--- config.mk ---
export PLATFORM = sky130hd
export DESIGN_NAME = vga_plot_arbiter_flat
export DESIGN_NICKNAME = d
export VERILOG_FILES = /design/src/rtl/vga_plot_arbiter_pkg.sv /design/src/rtl/vga_plot_arbiter_if.sv /design/src/rtl/vga_plot_arbiter_plot_fifo.sv /design/src/rtl/vga_plot_arbiter.sv /design/src/flat_wrapper.sv
export SDC_FILE = /design/constraint.sdc
export NUM_CORES = 1
export LEC_CHECK = 0
export CAP_MARGIN = 30
export CORE_MARGIN = 8
export CORE_UTILIZATION = 33
export CTS_CLUSTER_SIZE = 16
export DETAILED_ROUTE_END_ITERATION = 12
export HOLD_SLACK_MARGIN = 0.05
export MAX_ROUTING_LAYER = met4
export PLACE_DENSITY_LB_ADDON = 0.3
export SETUP_SLACK_MARGIN = 0.5
export SLEW_MARGIN = 40
export SYNTH_ARGS = -nofsm -noshare
export SYNTH_HDL_FRONTEND = slang
export SYNTH_HIERARCHICAL = 1
export SYNTH_SLANG_ARGS = --single-unit
export TNS_END_PERCENT = 50
--- constraint.sdc ---
create_clock -name clock -period 3.8 [get_ports clock]
set_clock_uncertainty 0.2 [all_clocks]
set_input_delay 0.57 -clock clock [delete_from_list [all_inputs] [get_ports clock]]
set_output_delay 0.57 -clock clock [all_outputs]
set_load 0.1 [all_outputs]
--- src/rtl/vga_plot_arbiter_pkg.sv ---
// Shared types and screen constants for the VGA plot arbiter slice.
package vga_plot_pkg;

  localparam int SCREEN_W = 320;
  localparam int SCREEN_H = 240;
  localparam int X_W      = 9;
  localparam int Y_W      = 8;
  localparam int COLOR_W  = 3;

  typedef struct packed {
    logic [X_W-1:0]     x;
    logic [Y_W-1:0]     y;
    logic [COLOR_W-1:0] color;
  } pixel_t;

  typedef enum logic {
    GRANT_REQ0 = 1'b0,
    GRANT_REQ1 = 1'b1
  } grant_e;

  function automatic logic in_screen(input pixel_t p);
    return (p.x < X_W'(SCREEN_W)) && (p.y < Y_W'(SCREEN_H));
  endfunction

endpackage

--- src/rtl/vga_plot_arbiter_if.sv ---
// Bundles the two drawer write ports, the VGA write port and status flags.
interface vga_plot_arbiter_if;
  import vga_plot_pkg::*;

  logic               req0_plot;
  logic [X_W-1:0]     req0_x;
  logic [Y_W-1:0]     req0_y;
  logic [COLOR_W-1:0] req0_color;
  logic               req0_ready;

  logic               req1_plot;
  logic [X_W-1:0]     req1_x;
  logic [Y_W-1:0]     req1_y;
  logic [COLOR_W-1:0] req1_color;
  logic               req1_ready;

  logic               clear_overflow;

  logic               vga_plot;
  logic [X_W-1:0]     vga_x;
  logic [Y_W-1:0]     vga_y;
  logic [COLOR_W-1:0] vga_color;
  logic               overflow;
  logic               busy;

  // Drawer / upstream side
  modport master (
    output req0_plot, req0_x, req0_y, req0_color,
    output req1_plot, req1_x, req1_y, req1_color,
    output clear_overflow,
    input  req0_ready, req1_ready,
    input  vga_plot, vga_x, vga_y, vga_color, overflow, busy
  );

  // Arbiter side
  modport slave (
    input  req0_plot, req0_x, req0_y, req0_color,
    input  req1_plot, req1_x, req1_y, req1_color,
    input  clear_overflow,
    output req0_ready, req1_ready,
    output vga_plot, vga_x, vga_y, vga_color, overflow, busy
  );

endinterface

--- src/rtl/vga_plot_arbiter_plot_fifo.sv ---
// First-word-fall-through pixel FIFO; a full FIFO still accepts a push when
// it is popped in the same cycle.
module plot_fifo
  import vga_plot_pkg::*;
#(
  parameter int DEPTH = 4
) (
  input  logic   clock,
  input  logic   reset,
  input  logic   push_i,
  input  pixel_t data_i,
  input  logic   pop_i,
  output pixel_t head_o,
  output logic   full_o,
  output logic   empty_o
);

  localparam int PTR_W = $clog2(DEPTH);
  localparam int CNT_W = PTR_W + 1;

  pixel_t             mem_q [DEPTH];
  logic [PTR_W-1:0]   wr_ptr_q;
  logic [PTR_W-1:0]   rd_ptr_q;
  logic [CNT_W-1:0]   count_q;
  logic               pop_ok;
  logic               push_ok;

  assign empty_o = (count_q == '0);
  assign full_o  = (count_q == CNT_W'(DEPTH));
  assign head_o  = mem_q[rd_ptr_q];
  assign pop_ok  = pop_i && !empty_o;
  assign push_ok = push_i && (!full_o || pop_ok);

  // Pointers wrap naturally because DEPTH is a power of two.
  always_ff @(posedge clock or posedge reset) begin
    if (reset) begin
      wr_ptr_q <= '0;
      rd_ptr_q <= '0;
      count_q  <= '0;
    end else begin
      if (push_ok) wr_ptr_q <= wr_ptr_q + 1'b1;
      if (pop_ok)  rd_ptr_q <= rd_ptr_q + 1'b1;
      count_q <= count_q + CNT_W'(push_ok) - CNT_W'(pop_ok);
    end
  end

  always_ff @(posedge clock) begin
    if (push_ok) mem_q[wr_ptr_q] <= data_i;
  end

endmodule

--- src/rtl/vga_plot_arbiter.sv ---
// Round-robin merge of sprite and background pixel streams onto one VGA port.
// Optional PLOT_CLIP_EN discards off-screen pushes before they reach the FIFOs.
module vga_plot_arbiter
  import vga_plot_pkg::*;
#(
  parameter int DEPTH = 4
) (
  input logic               clock,
  input logic               reset,
  vga_plot_arbiter_if.slave bus
);

  pixel_t pix0, pix1;
  pixel_t head0, head1;
  logic   push0, push1;
  logic   pop0, pop1;
  logic   full0, full1;
  logic   empty0, empty1;
  logic   drop;

  logic   vga_plot_q;
  pixel_t vga_pix_q;
  logic   overflow_q;
  grant_e last_grant_q;

  assign pix0 = '{x: bus.req0_x, y: bus.req0_y, color: bus.req0_color};
  assign pix1 = '{x: bus.req1_x, y: bus.req1_y, color: bus.req1_color};

`ifdef PLOT_CLIP_EN
  assign push0 = bus.req0_plot && in_screen(pix0);
  assign push1 = bus.req1_plot && in_screen(pix1);
`else
  assign push0 = bus.req0_plot;
  assign push1 = bus.req1_plot;
`endif

  plot_fifo #(.DEPTH(DEPTH)) u_fifo0 (
    .clock  (clock),
    .reset  (reset),
    .push_i (push0),
    .data_i (pix0),
    .pop_i  (pop0),
    .head_o (head0),
    .full_o (full0),
    .empty_o(empty0)
  );

  plot_fifo #(.DEPTH(DEPTH)) u_fifo1 (
    .clock  (clock),
    .reset  (reset),
    .push_i (push1),
    .data_i (pix1),
    .pop_i  (pop1),
    .head_o (head1),
    .full_o (full1),
    .empty_o(empty1)
  );

  // Under contention the requester that did not win last time goes next.
  always_comb begin
    pop0 = 1'b0;
    pop1 = 1'b0;
    if (!empty0 && (empty1 || last_grant_q == GRANT_REQ1)) begin
      pop0 = 1'b1;
    end else if (!empty1) begin
      pop1 = 1'b1;
    end
  end

  assign drop = (push0 && full0 && !pop0) || (push1 && full1 && !pop1);

  always_ff @(posedge clock or posedge reset) begin
    if (reset) begin
      vga_plot_q   <= 1'b0;
      vga_pix_q    <= '0;
      overflow_q   <= 1'b0;
      last_grant_q <= GRANT_REQ1;
    end else begin
      vga_plot_q <= pop0 || pop1;
      if (pop0) begin
        vga_pix_q    <= head0;
        last_grant_q <= GRANT_REQ0;
      end else if (pop1) begin
        vga_pix_q    <= head1;
        last_grant_q <= GRANT_REQ1;
      end
      // A drop in the same cycle as a clear keeps the flag set.
      if (drop) begin
        overflow_q <= 1'b1;
      end else if (bus.clear_overflow) begin
        overflow_q <= 1'b0;
      end
    end
  end

  assign bus.vga_plot   = vga_plot_q;
  assign bus.vga_x      = vga_pix_q.x;
  assign bus.vga_y      = vga_pix_q.y;
  assign bus.vga_color  = vga_pix_q.color;
  assign bus.overflow   = overflow_q;
  assign bus.busy       = !empty0 || !empty1 || vga_plot_q;
  assign bus.req0_ready = !full0;
  assign bus.req1_ready = !full1;

endmodule

--- src/flat_wrapper.sv ---
// flat-port wrapper written by rule: the top's interface ports become plain ports
module vga_plot_arbiter_flat import vga_plot_pkg::*;
#(
  parameter int DEPTH = 4
)
  (clock, reset, bus_req0_plot, bus_req0_x, bus_req0_y, bus_req0_color, bus_req1_plot, bus_req1_x, bus_req1_y, bus_req1_color, bus_clear_overflow, bus_req0_ready, bus_req1_ready, bus_vga_plot, bus_vga_x, bus_vga_y, bus_vga_color, bus_overflow, bus_busy);
  vga_plot_arbiter_if bus_i ();
  input logic clock;
  input logic reset;
  input wire logic [$bits(bus_i.req0_plot)-1:0] bus_req0_plot;
  input wire logic [$bits(bus_i.req0_x)-1:0] bus_req0_x;
  input wire logic [$bits(bus_i.req0_y)-1:0] bus_req0_y;
  input wire logic [$bits(bus_i.req0_color)-1:0] bus_req0_color;
  input wire logic [$bits(bus_i.req1_plot)-1:0] bus_req1_plot;
  input wire logic [$bits(bus_i.req1_x)-1:0] bus_req1_x;
  input wire logic [$bits(bus_i.req1_y)-1:0] bus_req1_y;
  input wire logic [$bits(bus_i.req1_color)-1:0] bus_req1_color;
  input wire logic [$bits(bus_i.clear_overflow)-1:0] bus_clear_overflow;
  output wire logic [$bits(bus_i.req0_ready)-1:0] bus_req0_ready;
  output wire logic [$bits(bus_i.req1_ready)-1:0] bus_req1_ready;
  output wire logic [$bits(bus_i.vga_plot)-1:0] bus_vga_plot;
  output wire logic [$bits(bus_i.vga_x)-1:0] bus_vga_x;
  output wire logic [$bits(bus_i.vga_y)-1:0] bus_vga_y;
  output wire logic [$bits(bus_i.vga_color)-1:0] bus_vga_color;
  output wire logic [$bits(bus_i.overflow)-1:0] bus_overflow;
  output wire logic [$bits(bus_i.busy)-1:0] bus_busy;
  assign bus_i.req0_plot = bus_req0_plot;
  assign bus_i.req0_x = bus_req0_x;
  assign bus_i.req0_y = bus_req0_y;
  assign bus_i.req0_color = bus_req0_color;
  assign bus_i.req1_plot = bus_req1_plot;
  assign bus_i.req1_x = bus_req1_x;
  assign bus_i.req1_y = bus_req1_y;
  assign bus_i.req1_color = bus_req1_color;
  assign bus_i.clear_overflow = bus_clear_overflow;
  assign bus_req0_ready = bus_i.req0_ready;
  assign bus_req1_ready = bus_i.req1_ready;
  assign bus_vga_plot = bus_i.vga_plot;
  assign bus_vga_x = bus_i.vga_x;
  assign bus_vga_y = bus_i.vga_y;
  assign bus_vga_color = bus_i.vga_color;
  assign bus_overflow = bus_i.overflow;
  assign bus_busy = bus_i.busy;
  vga_plot_arbiter #(.DEPTH(DEPTH)) u_core (.clock(clock), .reset(reset), .bus(bus_i));
endmodule
==> results.json, run 1 <==
{
  "final_layout_size_suffix_gt1_share_pct": 24.8,
  "cts.sinks": 197,
  "timing.critical_path.from": "u_core/u_fifo0/count_q[1]$_DFF_PP0_",
  "power.share.sequential_pct": 40.3,
  "worstHoldPathType": "input port to asynchronous set/reset pin",
  "vias_per_cell": 4.72,
  "ys_dominant_reg_cell": "sky130_fd_sc_hd__edfxtp_1",
  "post_synth_num_cell_types": 31,
  "grt_setup_unrepaired": "yes",
  "synthesis.instances": 389,
  "timing.critical_path.required_ns": 3.94,
  "fmax_ghz": 0.321,
  "io_buffer_count": 69,
  "detailedPlacementHpwl_um": 10600,
  "dieHeight_um": 170,
  "post-place-cells": 770,
  "crit_path_end_kind": "register",
  "power.internal_mw": 5.13,
  "mappedNetlistNets": 446,
  "grt_max_degree": 44,
  "globalRouteOverflowTotal": 0,
  "critical_path_arrival_ns": 3.26,
  "num_vias": 3784,
  "post_synthesis_sequential_area_ratio_pct": 73.1,
  "tritoncts_clock_tree": "built",
  "worst-slew-pin-transition_ns": 0.592,
  "cts_max_level": 4,
  "critical_path.most_common_cell": "sky130_fd_sc_hd__xnor2_1",
  "clock-root-buffer": "sky130_fd_sc_hd__clkbuf_16",
  "p_switching_mw": 3.23,
  "rows": 56,
  "grtUsageTotal_pct": 11.4,
  "tritoncts.num_buffers": 17,
  "synth.most_common_cell": "sky130_fd_sc_hd__edfxtp_1",
  "area_growth_syn_to_layout_pct": 19.5,
  "clock_power_share_pct": 20.9,
  "max_clock_buf_depth": 2,
  "synth_top_cell_area_share_pct": 61.3,
  "crit_path_leading_delay_family": "compound AO/OA/AOI/OAI gates",
  "setup_viol": 0,
  "cp-start-kind": "register",
  "synth_edf_count": 160,
  "design.portCount": 70,
  "number_of_hold_slack_violations_in_the_final_timing_report": 0,
  "buffering_stage_count_on_the_worst_path_with_inverters_included": 2,
  "worstPathCellList": "nor3_2 > buf_4 > o21bai_4 > inv_1 > o31ai_2 > or2_1 > a21bo_1 > ha_1 > fa_1 > xnor2_1 > xnor2_1",
  "drv_cap": 0,
  "status": "finished clean",
  "p_leak_nw": 3.17,
  "initial_utilization_pct": 33.5,
  "cp_slowest_cell": "sky130_fd_sc_hd__dfrtp_1",
  "yosysWarningCount": 6,
  "die_area_um2": 28900,
  "tns_ns": 0,
  "worstSkewPairLatency_ns": 0.42,
  "synth_top_cell_by_area": "sky130_fd_sc_hd__edfxtp_1",
  "synth.top_cells.by_area": "sky130_fd_sc_hd__edfxtp_1 61%, sky130_fd_sc_hd__dfrtp_1 11%, sky130_fd_sc_hd__mux4_2 11%",
  "finalWorstPathRequiredPeriod_ns": 3.11,
  "diodes": 0,
  "drt-total-wl_um": 15500,
  "design.final.nets": 527,
  "detailedRoute.firstPassIterationCount": 4,
  "async_flop_share_pct": 18.8,
  "avgRoutedWirePerCell_um": 19.3,
  "delay_of_the_slowest_critical_path_stage_ns": 0.45,
  "die_x_um": 170,
  "powerDensity_nw_per_um2": 892,
  "power_mw": 8.35,
  "combPwrFrac_pct": 38.8,
  "synth_area_um2": 7840,
  "path_clk_slew_ns": 0.07,
  "initial_antenna_violation_count": 0,
  "slew_limit_fails": 0,
  "grt_pass1_wl_um": 23900,
  "drc": 0,
  "synth_common_cells": "160 x sky130_fd_sc_hd__edfxtp_1, 40 x sky130_fd_sc_hd__mux4_2, 36 x sky130_fd_sc_hd__dfrtp_1, 21 x sky130_fd_sc_hd__a21oi_1",
  "place_congestion": 0.741,
  "ir_worst_vdd_mv": 0.642,
  "sw_frac_of_total_pct": 38.6,
  "critical_path.reg2reg.startpoint": "u_core/u_fifo0/count_q[1]$_DFF_PP0_",
  "timing.critical_path.fanout_max": 23,
  "detail-route-antenna-nets": 0,
  "dr.first_iter.drc_count": 275,
  "synth-seq-cells": 197,
  "placeableCoreArea_um2": 23400,
  "postCtsHoldBufs": 0,
  "final_min_period_over_clock_period_pct": 81.9,
  "grt_pass1_vias": 4136,
  "max_slew_margin_pct": 60.6,
  "syn_area_per_cell_um2": 20.1,
  "setup.worst_path.class": "register to register",
  "final_cells": 802
}
==> layer usage <==
layer / wire [µm] / global-route usage (%)
met3: 535 / 3.01
met2: 7750 / 18.6
met1: 7050 / 13.9
met5: 0 / -
met4: 159 / 3.20
==> worst paths after layout <==
path / to / cells past startpoint / slack (ns)
worst max register to register: u_core/u_fifo0/count_q[2]$_DFF_PP0_ / 11 / 0.69
max in group asynchronous: u_core/last_grant_q$_DFFE_PP1P_ / 2 / 2.65
worst max-delay path: u_core/u_fifo0/count_q[2]$_DFF_PP0_ / 11 / 0.69
min in group clock: u_core/u_fifo1/rd_ptr_q[0]$_DFFE_PP0N_ / 1 / 0.30
worst min register to register: u_core/u_fifo1/rd_ptr_q[0]$_DFFE_PP0N_ / 1 / 0.30
worst min-delay path: u_core/u_fifo1/count_q[0]$_DFF_PP0_ / 2 / 0.28
==> cell usage in the layout (no fill, tap or decap), types with 3 or more instances in the layout <==
master	instances
sky130_fd_sc_hd__and2_1	8
sky130_fd_sc_hd__dfrtp_1	34
sky130_fd_sc_hd__clkinvlp_4	3
sky130_fd_sc_hd__clkbuf_1	5
sky130_fd_sc_hd__clkdlybuf4s50_1	44
sky130_fd_sc_hd__edfxtp_1	160
sky130_fd_sc_hd__mux4_2	40
sky130_fd_sc_hd__buf_4	14
sky130_fd_sc_hd__mux2i_1	20
sky130_fd_sc_hd__o32ai_1	20
sky130_fd_sc_hd__inv_1	17
sky130_fd_sc_hd__a21oi_1	21
sky130_fd_sc_hd__clkbuf_8	3
sky130_fd_sc_hd__nor2_1	3
sky130_fd_sc_hd__xnor2_1	8
sky130_fd_sc_hd__ha_1	10
sky130_fd_sc_hd__clkbuf_16	17
sky130_fd_sc_hd__buf_2	22
==> layout make-up <==
cell class                      count  area, µm²
Tap cell                          319        399
Sequential cell                   197       5730
Timing Repair Buffer               81        667
Multi-Input combinational cell    155       1920
Clock inverter                      7       96.3
Fill cell                        2140      14000
Inverter                           18       67.6
Clock buffer                       25        485
==> flip-flops by register name, indices dropped and copies added (netlist names) <==
name / count
u_core/bus.vga_x: 9
u_core/bus.vga_plot: 1
u_core/u_fifo1/rd_ptr_q: 2
u_core/bus.overflow: 1
u_core/u_fifo1/count_q: 3
u_core/u_fifo1/mem_q: 80
u_core/bus.vga_y: 8
u_core/u_fifo0/mem_q: 80
u_core/last_grant_q: 1
u_core/u_fifo0/rd_ptr_q: 2
u_core/u_fifo0/count_q: 3
u_core/u_fifo1/wr_ptr_q: 2
u_core/bus.vga_color: 3
u_core/u_fifo0/wr_ptr_q: 2
==> timing repair <==
action | CTS | global route
setup endpoints to repair | 0 | 3
resized for setup | 0 | 1
endpoints found under the hold margin | 0 | 0
setup buffers | 0 | 0
==> cells by family after synthesis <==
logic type | count (synthesis) | share of synthesized area [%]
flops | 197 | 73.1
compound gates | 50 | 4.85
simple gates | 21 | 1.80
fa+ha+maj | 12 | 2.11
mux | 62 | 14.4
xor+xnor | 10 | 1.12
buf+inv | 37 | 2.54
==> stage by stage <==
step	hold WS (ns)	setup slack [ns]	util (%)	instance area, µm²
floorplan	0.173	1.01	-	7840
global placement	0.296	0.725	38.0	8890
detailed placement	0.295	0.606	37.5	8780
CTS	0.273	0.589	40.0	9360
global route	0.303	0.490	40.0	9370
finish	0.275	0.686	40.0	9370
==> power by group through the flow <==
stage                     sequential [mW]  clock [mW]  combinational, mW
after floorplan                      4.01           0               1.89
after global placement               3.39           0               3.32
after detailed placement             3.42           0               3.29
after CTS                            3.37        1.79               3.30
after global routing                 3.43        1.87               3.49
final                                3.37        1.75               3.24
(Power assumes the default switching activity.)
==> inputs of run 2 (changes only) <==
==> constraint.sdc (replaced) <==
create_clock -name clock -period 2.9 [get_ports clock]
set_clock_uncertainty 0.2 [all_clocks]
set_input_delay 0.435 -clock clock [delete_from_list [all_inputs] [get_ports clock]]
set_output_delay 0.435 -clock clock [all_outputs]
set_load 0.1 [all_outputs]
==> results.json, run 2 (same netlist as run 1, synthesis figures left out) <==
{
  "placedInstanceArea_um2": 8970,
  "worst_r2r_endpoint": "u_core/u_fifo1/count_q[1]$_DFF_PP0_",
  "crit_path_leading_delay_family": "simple AND/OR/NAND/NOR gates",
  "max_slew_margin_pct": 72.7,
  "tns_ns": 0,
  "number_of_hold_slack_violations_in_the_final_timing_report": 0,
  "tritoncts_clock_tree": "built",
  "timing.critical_path.fanout_max": 3,
  "final_layout_size_suffix_gt1_share_pct": 32.8,
  "post-place-cells": 777,
  "ff2ff_setup_slack_ns": 0.47,
  "vias_per_cell": 4.75,
  "grt_max_degree": 24,
  "buffering_stage_count_on_the_worst_path_with_inverters_included": 3,
  "finish.utilization_pct": 42.3,
  "die_area_um2": 28900,
  "dr.first_iter.drc_count": 275,
  "num_vias": 3962,
  "critPathCapture": "bus_busy",
  "detailedPlacementHpwl_um": 10700,
  "worst-slew-pin-transition_ns": 0.409,
  "slew_limit_fails": 0,
  "die_x_um": 170,
  "critical_path_arrival_ns": 1.84,
  "cp_slowest_cell": "sky130_fd_sc_hd__dfrtp_2",
  "clock_power_share_pct": 20.3,
  "fmax_ghz": 0.405,
  "grtUsageTotal_pct": 12.2,
  "setup.worst_path.class": "register to output port",
  "placeableCoreArea_um2": 23400,
  "powerDensity_nw_per_um2": 1190,
  "setup_viol": 0,
  "p_leak_nw": 3.45,
  "grt_pass1_vias": 4407,
  "globalRouteOverflowTotal": 0,
  "place_congestion": 0.816,
  "ir_worst_vdd_mv": 1.06,
  "grt_setup_unrepaired": "yes",
  "critical_path.reg2reg.startpoint": "u_core/u_fifo0/count_q[1]$_DFF_PP0_",
  "setup_ws_ns": 0.429,
  "max_clock_buf_depth": 2,
  "worstSkewPairLatency_ns": 0.43,
  "cts.sinks": 197,
  "worstHoldPathType": "input port to asynchronous set/reset pin",
  "power.share.sequential_pct": 35.9,
  "finalWorstPathRequiredPeriod_ns": 2.47,
  "timing.critical_path.required_ns": 2.27,
  "worstPathCellList": "nor3_4 > buf_4 > buf_12 > nand2_1 > or2_4 > buf_12",
  "detail-route-antenna-nets": 0,
  "area_growth_syn_to_layout_pct": 26.4,
  "diodes": 0,
  "layout.cell_area.non_filler_um2": 9910,
  "path_clk_slew_ns": 0.07,
  "combPwrFrac_pct": 43.9,
  "drc": 0,
  "rows": 56,
  "delay_of_the_slowest_critical_path_stage_ns": 0.43,
  "rr_worst_depth": 9,
  "path_depth": 6,
  "initial_utilization_pct": 33.5,
  "cts_max_level": 4,
  "final_cells": 834,
  "drt-total-wl_um": 16300,
  "design.portCount": 70,
  "timing.critical_path.from": "u_core/u_fifo1/count_q[2]$_DFF_PP0_",
  "crit_path_end_kind": "output port",
  "detailedPlace.worstSlack_ns": 0.304,
  "detailedRoute.firstPassIterationCount": 5,
  "power.internal_mw": 7.26,
  "final_min_period_over_clock_period_pct": 85.2,
  "power_mw": 11.8,
  "dieHeight_um": 170,
  "sw_frac_of_total_pct": 38.6,
  "drv_cap": 0,
  "most-common-layout-cells": "160 x sky130_fd_sc_hd__edfxtp_1, 57 x sky130_fd_sc_hd__buf_4, 44 x sky130_fd_sc_hd__clkdlybuf4s50_1, 40 x sky130_fd_sc_hd__mux4_2, 30 x sky130_fd_sc_hd__dfrtp_1",
  "grt_pass1_wl_um": 25200,
  "status": "finished clean",
  "avgRoutedWirePerCell_um": 19.6,
  "mostFrequentLayoutCell": "sky130_fd_sc_hd__edfxtp_1",
  "io_buffer_count": 69,
  "cp-start-kind": "register",
  "tritoncts.num_buffers": 17,
  "postCtsHoldBufs": 0,
  "critical_path.most_common_cell": "sky130_fd_sc_hd__buf_12",
  "hold_worst_slack_ns": 0.111,
  "design.final.nets": 559,
  "clock-root-buffer": "sky130_fd_sc_hd__clkbuf_16",
  "p_switching_mw": 4.56,
  "initial_antenna_violation_count": 0
}
run 2: what timing repair did:
item | 4_1_cts | 5_1_grt
resized for setup | 13 | 4
gates cloned | 3 | 0
hold endpoints to repair | 0 | 0
setup buffers | 15 | 7
endpoints found under the setup margin | 5 | 165
pin swaps | 8 | 6
run 2: worst min path at each step:
stage	end	slack, ns	depth (start not counted)
after global routing	u_core/u_fifo0/rd_ptr_q[1]$_DFFE_PP0N_	0.13	2
after detailed placement	u_core/u_fifo1/rd_ptr_q[1]$_DFFE_PP0N_	0.26	1
after floorplan	u_core/u_fifo0/count_q[1]$_DFF_PP0_	0.04	1
final	u_core/u_fifo0/rd_ptr_q[0]$_DFFE_PP0N_	0.11	2
after global placement	u_core/u_fifo0/rd_ptr_q[1]$_DFFE_PP0N_	0.26	1
after CTS	u_core/u_fifo0/rd_ptr_q[0]$_DFFE_PP0N_	0.11	2
run 2: layer usage:
metal  global-route usage [%]  routed length [µm]  vias up
met2                     19.8                8340       87
met5                        -                   0        -
met3                     2.87                 672       22
met1                     14.7                7000     2054
met4                     4.39                 309        0
li1                         -                   -     1799
run 2: worst register-to-register path, delay by kind of cell (launching register included):
family | cells | cell delay (ns)
fa+ha+maj | 2 | 0.60
flops | 1 | 0.44
compound gates | 2 | 0.30
simple gates | 4 | 0.62
buf+inv | 1 | 0.14
run 2: final cells by class:
class / instances / area [µm²]
Fill cell: 2082 / 13500
Sequential cell: 197 / 5740
Multi-Input combinational cell: 155 / 1990
Timing Repair Buffer: 113 / 1100
Clock buffer: 17 / 425
Tap cell: 319 / 399
Clock inverter: 15 / 188
Inverter: 18 / 70.1
run 2: power groups by stage:
stage                     sequential, mW  clock (mW)  combinational [mW]
final                               4.24        2.39                5.19
after global placement              4.30           0                4.59
after detailed placement            4.35           0                4.73
after CTS                           4.25        2.46                5.15
after global routing                4.30        2.57                5.56
after floorplan                     5.29           0                2.56
==> inputs of run 3 (changes only) <==
--- a/config.mk
+++ b/config.mk
@@ -10,7 +10,6 @@
 export CORE_UTILIZATION = 33
 export CTS_CLUSTER_SIZE = 16
 export DETAILED_ROUTE_END_ITERATION = 12
-export HOLD_SLACK_MARGIN = 0.05
 export MAX_ROUTING_LAYER = met4
 export PLACE_DENSITY_LB_ADDON = 0.3
 export SETUP_SLACK_MARGIN = 0.5
==> constraint.sdc (replaced) <==
create_clock -name clock -period 2.2 [get_ports clock]
set_clock_uncertainty 0.2 [all_clocks]
set_input_delay 0.33 -clock clock [delete_from_list [all_inputs] [get_ports clock]]
set_output_delay 0.33 -clock clock [all_outputs]
set_load 0.1 [all_outputs]
==> results.json, run 3 (same netlist as run 1, synthesis figures left out) <==
{
  "status": "finished, violations left",
  "violations": "negative setup slack",
  "worstSkewPairLatency_ns": 0.43,
  "critical_path.reg2reg.startpoint": "u_core/u_fifo0/count_q[2]$_DFF_PP0_",
  "min_from": "u_core/u_fifo0/rd_ptr_q[1]$_DFFE_PP0N_",
  "num_vias": 4099,
  "dieHeight_um": 170,
  "mostFrequentLayoutCell": "sky130_fd_sc_hd__edfxtp_1",
  "io_buffer_count": 69,
  "grt_max_degree": 42,
  "initial_antenna_violation_count": 0,
  "placeableCoreArea_um2": 23400,
  "slew_limit_fails": 0,
  "worst_r2r_endpoint": "u_core/u_fifo1/count_q[2]$_DFF_PP0_",
  "cp-start-kind": "register",
  "rows": 56,
  "setup_ws_ns": -0.257,
  "area_growth_syn_to_layout_pct": 37.3,
  "finalWorstPathRequiredPeriod_ns": 2.46,
  "final_min_period_over_clock_period_pct": 112,
  "detailedPlacementHpwl_um": 11100,
  "drv_cap": 0,
  "cts_max_level": 4,
  "ff2ff_setup_slack_ns": -0.26,
  "setup.worst_path.class": "register to register",
  "vias_per_cell": 4.71,
  "place_congestion": 0.809,
  "max_clock_buf_depth": 2,
  "grt_pass1_wl_um": 26200,
  "diodes": 0,
  "avgRoutedWirePerCell_um": 19.6,
  "design.final.nets": 595,
  "max_slew_margin_pct": 74.7,
  "most-common-layout-cells": "160 x sky130_fd_sc_hd__edfxtp_1, 44 x sky130_fd_sc_hd__clkdlybuf4s50_1, 40 x sky130_fd_sc_hd__mux4_2, 38 x sky130_fd_sc_hd__buf_4, 31 x sky130_fd_sc_hd__dfrtp_1",
  "powerDensity_nw_per_um2": 1540,
  "rr_worst_depth": 10,
  "dr.first_iter.drc_count": 282,
  "min_delay_worst_endpoint": "u_core/u_fifo0/rd_ptr_q[1]$_DFFE_PP0N_",
  "path_clk_slew_ns": 0.07,
  "drc": 0,
  "globalRouteOverflowTotal": 0,
  "crit_path_end_kind": "register",
  "p_leak_nw": 3.82,
  "number_of_hold_slack_violations_in_the_final_timing_report": 0,
  "grt_pass1_vias": 4436,
  "ir_worst_vdd_mv": 1.18,
  "timing.hold.worst_path_depth": 1,
  "critical_path_arrival_ns": 2.57,
  "drt-total-wl_um": 17100,
  "worstHoldPathType": "register to register",
  "cts.sinks": 197,
  "clock-root-buffer": "sky130_fd_sc_hd__clkbuf_16",
  "grtUsageTotal_pct": 12.7,
  "post-place-cells": 796,
  "detailedPlace.worstSlack_ns": -0.278,
  "grt_setup_unrepaired": "yes",
  "setup_viol": 168,
  "die_x_um": 170,
  "final_layout_size_suffix_gt1_share_pct": 39.4,
  "design.portCount": 70,
  "worst-slew-pin-transition_ns": 0.380,
  "final_cells": 870,
  "tritoncts.num_buffers": 17,
  "fmax_ghz": 0.407,
  "tritoncts_clock_tree": "built",
  "timing.critical_path.fanout_max": 3,
  "detailedRoute.firstPassIterationCount": 4,
  "timing.critical_path.required_ns": 2.31,
  "initial_utilization_pct": 33.5,
  "detail-route-antenna-nets": 0,
  "die_area_um2": 28900
}
[run 3: cell types whose count changed in the layout (fill, tap and decap cells not counted), moves of 4 or more]
cell	change
sky130_fd_sc_hd__inv_8	-6
sky130_fd_sc_hd__inv_4	+4
sky130_fd_sc_hd__buf_4	-19
sky130_fd_sc_hd__buf_12	+24
sky130_fd_sc_hd__buf_16	+11
sky130_fd_sc_hd__and2_1	-8
sky130_fd_sc_hd__clkinv_4	-4
sky130_fd_sc_hd__buf_6	+20
sky130_fd_sc_hd__and2_4	+8
sky130_fd_sc_hd__clkinv_2	+5
[run 3: worst max-delay path, cell delays in order (launching register included)]
cell	delay, ns
sky130_fd_sc_hd__dfrtp_2	0.42
sky130_fd_sc_hd__nor3_4	0.26
sky130_fd_sc_hd__buf_6	0.14
sky130_fd_sc_hd__nor2b_4	0.04
sky130_fd_sc_hd__nor2_4	0.14
sky130_fd_sc_hd__o31ai_4	0.09
sky130_fd_sc_hd__or2_1	0.24
sky130_fd_sc_hd__buf_4	0.15
sky130_fd_sc_hd__fa_2	0.38
sky130_fd_sc_hd__xnor2_2	0.15
sky130_fd_sc_hd__xnor2_1	0.13
[run 3: worst max path at each step]
stage | start | endpoint | slack, ns | cells past startpoint
3_5_place_dp | u_core/last_grant_q$_DFFE_PP1P_ | u_core/u_fifo1/count_q[2]$_DFF_PP0_ | -0.28 | 9
3_3_place_gp | u_core/last_grant_q$_DFFE_PP1P_ | u_core/u_fifo1/count_q[2]$_DFF_PP0_ | -0.17 | 9
5_1_grt | u_core/u_fifo0/count_q[2]$_DFF_PP0_ | u_core/u_fifo0/count_q[2]$_DFF_PP0_ | -0.37 | 10
4_1_cts | u_core/u_fifo0/count_q[0]$_DFF_PP0_ | u_core/u_fifo1/count_q[2]$_DFF_PP0_ | -0.26 | 10
2_1_floorplan | u_core/u_fifo0/count_q[2]$_DFF_PP0_ | u_core/u_fifo0/count_q[2]$_DFF_PP0_ | -0.34 | 11
6_report | u_core/u_fifo0/count_q[2]$_DFF_PP0_ | u_core/u_fifo1/count_q[2]$_DFF_PP0_ | -0.26 | 10
[run 3: area by class of cell]
type | count | area [µm²]
fill | 2014 | 12600
sequential | 197 | 5740
multi-input combinational | 155 | 2060
timing repair buffer | 149 | 1930
clock buffer | 21 | 482
tap | 319 | 399
inverter | 18 | 75.1
clock inverter | 11 | 70.1
[run 3: per-layer routing]
layer  global-route usage (%)  wire length, µm
met2                     19.7             8440
met5                        -                0
met4                     3.55              151
met3                     3.34             1010
met1                     16.4             7480
[run 3: power by group]
| group | switching [mW] | total [mW] | internal [mW] | leakage, nW |
|---|---|---|---|---|
| Sequential | 0.473 | 5.58 | 5.10 | 1.89 |
| Combinational | 4.42 | 8.12 | 3.70 | 1.65 |
| Clock | 1.30 | 2.87 | 1.57 | 0.275 |
[run 3: metrics by stage]
step                instance area [µm²]  util, %  TNS, ns  power (mW)  hold slack (ns)
floorplan                          7940        -   -16.63        10.4          -0.0668
global placement                   9370     40.0   -0.491        12.4            0.258
detailed placement                 9370     40.0   -0.769        12.6            0.264
CTS                               10600     45.4   -18.09        16.5            0.273
global route                      10800     46.0   -38.88        17.4            0.307
finish                            10800     46.0   -22.05        16.6            0.271
[run 3: repair_timing]
item | in CTS | in global routing
hold buffers | 1 | 0
endpoints found under the setup margin | 202 | 201
gates resized for setup | 53 | 7
gates cloned | 12 | 1
endpoints found under the hold margin | 2 | 0
pin swaps | 14 | 4
buffers inserted | 21 | 7
